===== src/rtl/usb_pkg.sv =====
// usb_pkg: shared types and defaults for the USB transmit path
package usb_pkg;

   typedef enum logic [1:0] {
      ST_IDLE,
      ST_SEND,
      ST_EOP
   } bs_state_e;

   localparam int STUFF_LEN_DEF = 6;

endpackage


===== src/rtl/counter.sv =====
// counter: saturating up-counter with synchronous clear (clear wins over increment)
module counter #(
   parameter int W   = 4,
   parameter int MAX = (1 << W) - 1
) (
   input  logic         clk,
   input  logic         rst_n,
   input  logic         clr,
   input  logic         inc,
   output logic [W-1:0] count
);

   logic [W-1:0] count_q, count_d;

   always_comb begin
      count_d = clr ? '0 : (inc && count_q != W'(MAX)) ? count_q + W'(1) : count_q;
   end

   always_ff @(posedge clk or negedge rst_n) begin
      if (!rst_n) count_q <= '0;
      else        count_q <= count_d;
   end

   assign count = count_q;

endmodule


===== src/rtl/bit_stuffer.sv =====
// bit_stuffer: inserts a 0 after STUFF_LEN consecutive 1s, stalling the encoder
// with pause, then hands off to the EOP stage once endr is seen.
module bit_stuffer
   import usb_pkg::*;
#(
   parameter int STUFF_LEN = STUFF_LEN_DEF
) (
   input  logic clk,
   input  logic rst_n,
   input  logic start,
   input  logic endr,
   input  logic s_in,
   output logic pause,
   output logic s_out,
   output logic bit_valid,
   output logic eop_req,
   input  logic eop_done,
   output logic busy
);

   localparam int RW = $clog2(STUFF_LEN + 1);

   bs_state_e     state_q, state_d;
   logic          s_out_q, s_out_d;
   logic          bit_valid_q, bit_valid_d;
   logic          eop_req_q, eop_req_d;
   logic          run_clr, run_inc;
   logic [RW-1:0] run;

   counter #(.W(RW), .MAX(STUFF_LEN)) u_run (
      .clk   (clk),
      .rst_n (rst_n),
      .clr   (run_clr),
      .inc   (run_inc),
      .count (run)
   );

   // A pending stuff takes priority over endr so the final run is still terminated.
   always_comb begin
      pause       = state_q == ST_SEND && run == RW'(STUFF_LEN);
      state_d     = state_q;
      s_out_d     = 1'b0;
      bit_valid_d = 1'b0;
      run_clr     = 1'b0;
      run_inc     = 1'b0;
      case (state_q)
         ST_IDLE: begin
            if (start) begin
               state_d = ST_SEND;
               run_clr = 1'b1;
            end
         end
         ST_SEND: begin
            if (pause) begin
               bit_valid_d = 1'b1;
               run_clr     = 1'b1;
            end else if (endr) begin
               state_d = ST_EOP;
            end else begin
               s_out_d     = s_in;
               bit_valid_d = 1'b1;
               run_inc     = s_in;
               run_clr     = !s_in;
            end
         end
         ST_EOP: begin
            if (eop_done) state_d = ST_IDLE;
         end
         default: state_d = ST_IDLE;
      endcase
      eop_req_d = state_d == ST_EOP;
   end

   always_ff @(posedge clk or negedge rst_n) begin
      if (!rst_n) begin
         state_q     <= ST_IDLE;
         s_out_q     <= 1'b0;
         bit_valid_q <= 1'b0;
         eop_req_q   <= 1'b0;
      end else begin
         state_q     <= state_d;
         s_out_q     <= s_out_d;
         bit_valid_q <= bit_valid_d;
         eop_req_q   <= eop_req_d;
      end
   end

   assign s_out     = s_out_q;
   assign bit_valid = bit_valid_q;
   assign eop_req   = eop_req_q;
   assign busy      = state_q != ST_IDLE;

endmodule


===== config.mk =====
export PLATFORM = sky130hd
export DESIGN_NAME = bit_stuffer
export DESIGN_NICKNAME = d
export VERILOG_FILES = /design/src/rtl/usb_pkg.sv /design/src/rtl/counter.sv /design/src/rtl/bit_stuffer.sv
export SDC_FILE = /design/constraint.sdc
export NUM_CORES = 1
export LEC_CHECK = 0
export BUFFER_PORTS_ARGS = -buffer_cell sky130_fd_sc_hd__buf_2
export CORE_AREA = 4 4 41 43
export CTS_CLUSTER_SIZE = 16
export DETAILED_ROUTE_END_ITERATION = 6
export DIE_AREA = 0 0 45 47
export GPL_ROUTABILITY_DRIVEN = 0
export MAX_ROUTING_LAYER = met4
export PLACE_DENSITY = 0.5
export SLEW_MARGIN = 20
export SYNTH_ARGS = -nofsm -noshare
export SYNTH_HDL_FRONTEND = slang
export SYNTH_SLANG_ARGS = --single-unit

===== constraint.sdc =====
create_clock -name clk -period 1.4 [get_ports clk]
set_input_delay 0.42 -clock clk [delete_from_list [all_inputs] [get_ports clk]]
set_output_delay 0.42 -clock clk [all_outputs]
set_load 0.02 [all_outputs]

==> impl_metrics.env, run 1 <==
export IMPL_status="complete, but fails checks"
export IMPL_violations="negative hold slack, negative setup slack"
export IMPL_path_delay_family="flip-flops"
export IMPL_final_hold_violation_count=2
export IMPL_route_met2_wl_um=401
export IMPL_synth_top_cells_by_count="dfrtp_1, a21oi_1, or4_1"
export IMPL_max_stage_delay_ps=370
export IMPL_rows=13
export IMPL_setup_violations=5
export IMPL_grt_pass1_wl_mm=1.41
export IMPL_syn_nets=47
export IMPL_r2r_start="u_run.count[1]"
export IMPL_met1_length_um=388
export IMPL_async_flop_share=1.00
export IMPL_area_growth_pct=54.3
export IMPL_synthTopCellsByArea="dfrtp_1, ha_1, or4_1"
export IMPL_grt_pass1_vias=353
export IMPL_worst_setup_path_start_kind="register"
export IMPL_finalCritPeriodShare=1.12
export IMPL_slowest_stage="dfrtp_1"
export IMPL_yosysWarnings=0
export IMPL_slew_headroom=0.722
export IMPL_netlist_instances=39
export IMPL_grt_usage=0.0995
export IMPL_core_area_um2=1300
export IMPL_dr_pass1_iters=2
export IMPL_worstPathRequired_ps=980
export IMPL_crit_buf_inv=2
export IMPL_io_pin_count=11
export IMPL_synth_top_cell_area_share=0.505
export IMPL_vdd_drop_max_mv=0.867
export IMPL_grt_ovfl_total=0
export IMPL_drive_above_1_share=0.547
export IMPL_fin_nets=74
export IMPL_worstRegToRegCells=5
export IMPL_yosysMostFrequentCell="dfrtp_1"
export IMPL_report_power_total_mw=1.04
export IMPL_ys_flop_type="dfrtp_1"
export IMPL_slew_viol_final=0
export IMPL_synth_area_per_cell_um2=10.2
export IMPL_cts_inserted_buffers=3
export IMPL_pwr_density_cell_nw_per_um2=1690
export IMPL_numClockSinks=8
export IMPL_synth_cell_types=18
export IMPL_utilization=0.470
export IMPL_crit_type="register to output port"
export IMPL_netlist_area_um2=397
export IMPL_ys_seq_area_frac=0.505
export IMPL_fp_dieW_um=45
export IMPL_rsz0062_at_grt="true"
export IMPL_diodes=0
export IMPL_r2r_slack_ps=-120
export IMPL_wirelength_um=869
export IMPL_placed_area_um2=529
export IMPL_die_y_um=47
export IMPL_fin_area_um2=612
export IMPL_clkLatencyLatePin_ps=250
export IMPL_dp_hpwl_um=653
export IMPL_clk_pin_slew_ps=60
export IMPL_route_detailed_drc=0
export IMPL_leakagePower_nw=0.297
export IMPL_cts_buffer_depth=2
export IMPL_hold_path_class="input port to async pin"
export IMPL_synth_edf_count=0
export IMPL_r2r_end="u_run.count[1]"
export IMPL_setup_tns_ps=-554
export IMPL_fin_worst_skew_ps=1.74
export IMPL_path_cells="inv_1, ha_2, nand2_2, nor2_2, buf_6"
export IMPL_synth_seq_cells=8
export IMPL_holdWs_ps=-0.386
export IMPL_wl_met3_um=70
export IMPL_grt_antenna_before_repair=0
export IMPL_dieArea_um2=2120
export IMPL_tightestPinTransition_ps=412
export IMPL_fin_crit_ps=1570
export IMPL_ant_nets=0
export IMPL_grt_start_max_net_pins=9
export IMPL_cts_tree="built"
export IMPL_hold_buffers=0
export IMPL_vias=388
export IMPL_synth_top_area_cell="dfrtp_1"
export IMPL_end_kind="output port"
export IMPL_critical_path_arrival_ps=1150
export IMPL_cp_max_fo=2
export IMPL_fmax_mhz=636
export IMPL_vias_per_cell=4.91
export IMPL_top_layer="met4"
export IMPL_timing_final_ws_setup_ps=-173
export IMPL_wl_per_cell_um=11.0
export IMPL_dpl_worst_slack_ps=-37.2
export IMPL_port_buffers=10
export IMPL_cts_root_buf="clkbuf_4"
export IMPL_dpl_cell_count=72
export IMPL_htreeDepth=1
export IMPL_first_iter_violations=3
export IMPL_drv_cap=0
export IMPL_fin_cells=79
export IMPL_initial_core_util=0.305
cells by family (layout without fill, tap and decap cells):
family,count (synthesis),in the layout,share of synthesized area
simple gates,14,14,0.199
compound gates,12,12,0.186
flops,8,8,0.505
buf+inv,3,28,0.0473
fa+ha+maj,2,2,0.0631
metal layers:
| metal | vias to the layer above | global-route usage |
|---|---|---|
| met2 | 11 | 0.138 |
| met1 | 180 | 0.119 |
| met3 | 2 | 0.0307 |
| met5 | - | - |
| met4 | 0 | 0.0760 |
| li1 | 195 | - |
layout by cell type, fill, tap and decap left out:
| cell type | instances |
|---|---|
| a21oi_1 | 2 |
| a21oi_2 | 2 |
| a31oi_1 | 2 |
| and2_4 | 1 |
| buf_2 | 8 |
| buf_4 | 13 |
| buf_6 | 2 |
| clkbuf_4 | 3 |
| dfrtp_1 | 8 |
| ha_1 | 1 |
| ha_2 | 1 |
| inv_1 | 2 |
| nand2_1 | 1 |
| nand2_2 | 1 |
| nand2b_1 | 1 |
| nand2b_4 | 1 |
| nand3_1 | 1 |
| nor2_1 | 1 |
| nor2_2 | 1 |
| nor3_1 | 1 |
| o21ai_0 | 2 |
| o21bai_1 | 1 |
| o31ai_1 | 2 |
| o41ai_1 | 1 |
| or2_2 | 2 |
| or4_1 | 3 |
power breakdown:
group / total [mW] / switching, mW / internal [mW] / leakage, nW
logic: 0.507 / 0.247 / 0.259 / 0.177
clock network: 0.181 / 0.0831 / 0.0984 / 0.0138
registers: 0.348 / 0.0472 / 0.300 / 0.106
state kept, by name, indices dropped and copies added, names as in the netlist:
signal and cells:
state_q 2, u_run.count 3, eop_req 1, s_out 1, bit_valid 1
repair_timing:
item / 4_1_cts / 5_1_grt
buffers inserted: 3 / 1
gates resized for setup: 6 / 3
endpoints found under the hold margin: 0 / 0
pin swaps: 3 / 1
cloned: 0 / 0
setup endpoints to repair: 4 / 5
layout make-up:
| type | count | area (um^2) |
|---|---|---|
| clock buffers | 3 | 22.5 |
| fillers | 124 | 689 |
| inverters | 2 | 7.51 |
| multi-input cells | 28 | 203 |
| flip-flops and latches | 8 | 200 |
| well taps | 15 | 18.8 |
| repair buffers | 23 | 160 |
worst max-delay path by stage:
stage | from | endpoint | cells after the start
after CTS | u_run.count[0] | pause | 5
after floorplan | u_run.count[0] | u_run.count[1] | 4
after global routing | u_run.count[0] | pause | 5
after global placement | u_run.count[0] | u_run.count[1] | 4
final | u_run.count[0] | pause | 5
after detailed placement | u_run.count[0] | u_run.count[1] | 4
Note: power is estimated with default switching activity, not from simulation.
==> run 2: changes to the inputs <==
Settings changed: PLACE_DENSITY 0.5 to 0.59.
==> run 2 against run 1 <==
Net effect:
- the run ends with negative setup slack left
- register-to-register slack barely moved
- first-iteration DRC count increased to 2.7 times the previous value
- via count increased by 6.2%
- final cell count stayed put
- combinational power is essentially flat
- routed wire length up 25%
- worst hold slack gained 440 ps
- clock skew increased by 5.0 ps
- non-clock buffer count did not move
- critical path depth stayed put
- final area grew 2.2%
- utilization rose by 1.1 points
- critical endpoint unchanged
- largest power group unchanged
- highest routed layer unchanged
==> impl_metrics.env, run 2 (synthesized netlist as in run 1, its figures left out) <==
export IMPL_status="complete, but fails checks"
export IMPL_violations="negative setup slack"
export IMPL_first_iter_violations=8
export IMPL_rows=13
export IMPL_grt_pass1_vias=414
export IMPL_clk_pin_slew_ps=60
export IMPL_diodes=0
export IMPL_initial_core_util=0.305
export IMPL_path_cells="inv_1, ha_2, nand2_2, nor2_2, buf_6"
export IMPL_fin_cells=79
export IMPL_fmax_mhz=627
export IMPL_slew_headroom=0.713
export IMPL_io_pin_count=11
export IMPL_area_growth_pct=57.7
export IMPL_cts_inserted_buffers=3
export IMPL_htreeDepth=1
export IMPL_vdd_drop_max_mv=0.969
export IMPL_dp_hpwl_um=685
export IMPL_hold_path_class="input port to register"
export IMPL_path_delay_family="flip-flops"
export IMPL_cts_tree="built"
export IMPL_layout_commonest_cell="buf_4"
export IMPL_crit_buf_inv=2
export IMPL_drive_above_1_share=0.563
export IMPL_cts_buffer_depth=2
export IMPL_leakagePower_nw=0.292
export IMPL_dieArea_um2=2120
export IMPL_grt_usage=0.126
export IMPL_crit_type="register to output port"
export IMPL_port_buffers=10
export IMPL_worstPathRequired_ps=980
export IMPL_slew_viol_final=0
export IMPL_largest_reg_flops=3
export IMPL_clkLatencyLatePin_ps=260
export IMPL_final_hold_violation_count=0
export IMPL_drv_cap=0
export IMPL_setup_violations=5
export IMPL_dr_pass1_iters=4
export IMPL_slowest_stage="dfrtp_1"
export IMPL_report_power_total_mw=1.04
export IMPL_fp_dieW_um=45
export IMPL_fin_nets=74
export IMPL_grt_start_max_net_pins=9
export IMPL_worst_setup_path_start_kind="register"
export IMPL_pwr_density_cell_nw_per_um2=1660
export IMPL_die_y_um=47
export IMPL_route_detailed_drc=0
export IMPL_finalCritPeriodShare=1.14
export IMPL_max_stage_delay_ps=370
export IMPL_vias=412
export IMPL_final_cell_mix="buf_4, buf_2, dfrtp_1"
export IMPL_grt_pass1_wl_mm=1.79
export IMPL_vias_per_cell=5.22
export IMPL_cts_root_buf="clkbuf_4"
export IMPL_cp_max_fo=2
export IMPL_dpl_cell_count=71
export IMPL_tightestPinTransition_ps=425
export IMPL_timing_final_ws_setup_ps=-194
export IMPL_wirelength_mm=1.09
export IMPL_grt_antenna_before_repair=0
export IMPL_rsz0062_at_grt="true"
export IMPL_core_area_um2=1300
export IMPL_fin_worst_skew_ps=6.79
export IMPL_grt_ovfl_total=0
export IMPL_fin_crit_ps=1590
export IMPL_wl_per_cell_um=13.7
export IMPL_end_kind="output port"
export IMPL_critical_path_arrival_ps=1170
export IMPL_ant_nets=0
export IMPL_numClockSinks=8
==> run 2: changes by cell type in the layout (fill, tap and decap cells not counted), sizes merged <==
| cell | delta |
|---|---|
| buf | -1 |
| dlygate4sd3 | +1 |
==> run 2: per-stage QoR <==
| stage | TNS (ps) | utilization | setup WS (ps) | hold slack [ps] | cell area (um^2) |
|---|---|---|---|---|---|
| finish | -599 | 0.481 | -194 | 442 | 626 |
| global route | -879 | 0.481 | -267 | 459 | 626 |
| CTS | -554 | 0.468 | -207 | 445 | 609 |
| detailed placement | -26.4 | 0.401 | -23.1 | 275 | 522 |
| global placement | -5.09 | 0.401 | -5.09 | 272 | 522 |
| floorplan | -0.524 | - | -0.524 | 124 | 404 |
==> run 2: final cells by class <==
cell class	instances	area, um^2
fillers	132	676
flip-flops and latches	8	201
multi-input cells	28	213
repair buffers	23	163
clock buffers	3	22.5
inverters	2	7.51
well taps	15	18.8
==> run 2: final timing paths <==
check	from	end	slack (ps)	cells past startpoint
min in group asynchronous	rst_n	u_run.count[0]	540	2
setup reg to reg	u_run.count[1]	u_run.count[1]	-130	5
hold reg to reg	state_q[1]	state_q[1]	610	2
hold / removal	eop_done	state_q[1]	440	4
max in group asynchronous	rst_n	state_q[0]	680	2
setup / recovery	u_run.count[0]	pause	-190	5
==> run 2: power by group <==
group	switching [mW]	internal [mW]	leakage (nW)
registers	0.0453	0.304	0.105
clock network	0.0869	0.0987	0.0138
logic	0.269	0.238	0.173
total	0.401	0.640	0.292
==> run 2: layer usage <==
| metal | wire (um) | GRT usage | vias up |
|---|---|---|---|
| met5 | 0 | - | - |
| met4 | 18 | 0.0526 | 0 |
| met3 | 63 | 0.0230 | 3 |
| met2 | 561 | 0.229 | 12 |
| met1 | 443 | 0.132 | 202 |
| li1 | - | - | 195 |
==> run 2: repair_timing <==
action	in CTS	in global routing
hold endpoints to repair	4	0
setup buffers	4	0
setup endpoints to repair	5	5
hold buffers	1	0
gates cloned	0	0
resized for setup	8	3
pin swaps	3	1
==> run 2: worst min-delay path: stages <==
cell and delay [ps]:
buf_2 70, nor2_1 30, nand2_1 60, o21ai_0 70
==> run 3: changes to the inputs <==
Settings changed: PLACE_DENSITY 0.59 to 0.57.
Clock period 1.4 ns to 1.8 ns, I/O delays scaled along.
==> run 3 against run 2 <==
Net effect:
- the run now ends clean
- final cell count shrank 15%
- final area fell by 18%
- die area unchanged
- count of clock-buffer cells in the layout unchanged
- total power down 35%
- flip-flop and latch count unchanged
==> impl_metrics.env, run 3 (synthesized netlist as in run 1, its figures left out) <==
export IMPL_cts_root_buf="clkbuf_4"
export IMPL_io_pin_count=11
export IMPL_initial_core_util=0.305
export IMPL_fin_nets=62
export IMPL_tightestPinTransition_ps=308
export IMPL_path_cells="nand2b_2, nor2_2, buf_6"
export IMPL_swShare=0.387
export IMPL_drv_cap=0
export IMPL_crit_buf_inv=1
export IMPL_ant_nets=0
export IMPL_grt_usage=0.0946
export IMPL_pwr_share_seq=0.413
export IMPL_slew_headroom=0.794
export IMPL_clk_pin_slew_ps=50
export IMPL_grt_pass1_vias=334
export IMPL_pwr_density_cell_nw_per_um2=1320
export IMPL_vias=337
export IMPL_slowest_stage="dfrtp_1"
export IMPL_fin_cells=67
export IMPL_fin_worst_skew_ps=4.90
export IMPL_final_cell_mix="buf_2, dfrtp_1, a21oi_1"
export IMPL_final_hold_violation_count=0
export IMPL_cts_buffer_depth=2
export IMPL_max_stage_delay_ps=410
export IMPL_setup_tns_ps=0
export IMPL_largest_reg_flops=3
export IMPL_dp_hpwl_um=561
export IMPL_leakagePower_nw=0.248
export IMPL_worst_setup_path_start_kind="register"
export IMPL_cts_inserted_buffers=3
export IMPL_slew_viol_final=0
export IMPL_grt_ovfl_total=0
export IMPL_die_y_um=47
export IMPL_first_iter_violations=8
export IMPL_cts_tree="built"
export IMPL_fp_dieW_um=45
export IMPL_wl_per_cell_um=11.4
export IMPL_fmax_mhz=585
export IMPL_hold_buffers=0
export IMPL_rows=13
export IMPL_grt_antenna_before_repair=0
export IMPL_layout_commonest_cell="buf_2"
export IMPL_finalCritPeriodShare=0.950
export IMPL_clkLatencyLatePin_ps=250
export IMPL_clkPwrFrac=0.197
export IMPL_area_growth_pct=30.0
export IMPL_critical_path_arrival_ps=1170
export IMPL_utilization=0.396
export IMPL_combPwrFrac=0.391
export IMPL_cp_max_fo=9
export IMPL_end_kind="output port"
export IMPL_grt_start_max_net_pins=10
export IMPL_crit_type="register to output port"
export IMPL_grt_pass1_wl_mm=1.31
export IMPL_vdd_drop_max_mv=0.574
export IMPL_cellInternalPower_mw=0.418
export IMPL_rsz0062_at_grt="false"
export IMPL_worstPathRequired_ps=1260
export IMPL_port_buffers=10
export IMPL_diodes=0
export IMPL_numClockSinks=8
export IMPL_hold_path_class="input port to async pin"
export IMPL_path_delay_family="flip-flops"
export IMPL_dr_pass1_iters=4
export IMPL_drive_above_1_share=0.404
export IMPL_fin_crit_ps=1710
export IMPL_dpl_cell_count=63
export IMPL_vias_per_cell=5.03
export IMPL_setup_violations=0
export IMPL_switchingPower_mw=0.263
export IMPL_status="complete, no violations"
export IMPL_wirelength_um=765
export IMPL_route_detailed_drc=0
export IMPL_dieArea_um2=2120
export IMPL_htreeDepth=1
export IMPL_core_area_um2=1300
## run 3: power groups by stage
stage	combinational, mW	sequential (mW)	clock, mW
after floorplan	0.165	0.302	0
after global placement	0.230	0.284	0
after detailed placement	0.230	0.284	0
after CTS	0.252	0.276	0.143
after global routing	0.300	0.292	0.149
final	0.266	0.281	0.134
## run 3: layout make-up
cell class                 instances  area (um^2)
fill                             147          786
multi-input combinational         28          203
sequential                         8          200
timing repair buffer              11         63.8
clock buffer                       3         22.5
tap                               15         18.8
inverter                           2         7.51
## run 3: worst reg2reg max path, delay by kind of cell, from the launching register on
family,cells,cell delay [ps]
AO/OA/AOI/OAI,1,150
AND/OR/NAND/NOR,2,660
flip-flops,1,430
adder cells (fa/ha/maj),1,200
## run 3: what timing repair did
item                       in CTS  in global routing
pin swaps                       0                  1
setup endpoints to repair       1                  1
buffers inserted                1                  0
gates resized for setup         3                  6
## run 3: metrics by stage
step	setup WS, ps	cell area (um^2)	hold WS [ps]	power [mW]
floorplan	260	397	244	0.467
global placement	229	454	392	0.514
detailed placement	217	454	393	0.515
CTS	11.5	492	115	0.671
global route	11.6	515	120	0.741
finish	89.2	515	121	0.681
## run 3: worst paths after layout
path | start | to | slack [ps] | depth (start not counted)
setup reg to reg | u_run.count[1] | u_run.count[0] | 300 | 4
hold / removal | rst_n | u_run.count[1] | 120 | 1
hold reg to reg | state_q[1] | state_q[1] | 540 | 1
max in group asynchronous | rst_n | state_q[1] | 1510 | 1
min in group clk | endr | bit_valid | 510 | 2
setup / recovery | state_q[1] | pause | 90 | 3
## run 3: metal layers
| metal | wire length, um | part of all wire | global-route usage |
|---|---|---|---|
| met5 | 0 | 0 | - |
| met4 | 10 | 0.013 | 0.0877 |
| met3 | 67 | 0.088 | 0.0383 |
| met1 | 378 | 0.49 | 0.116 |
| met2 | 309 | 0.40 | 0.113 |
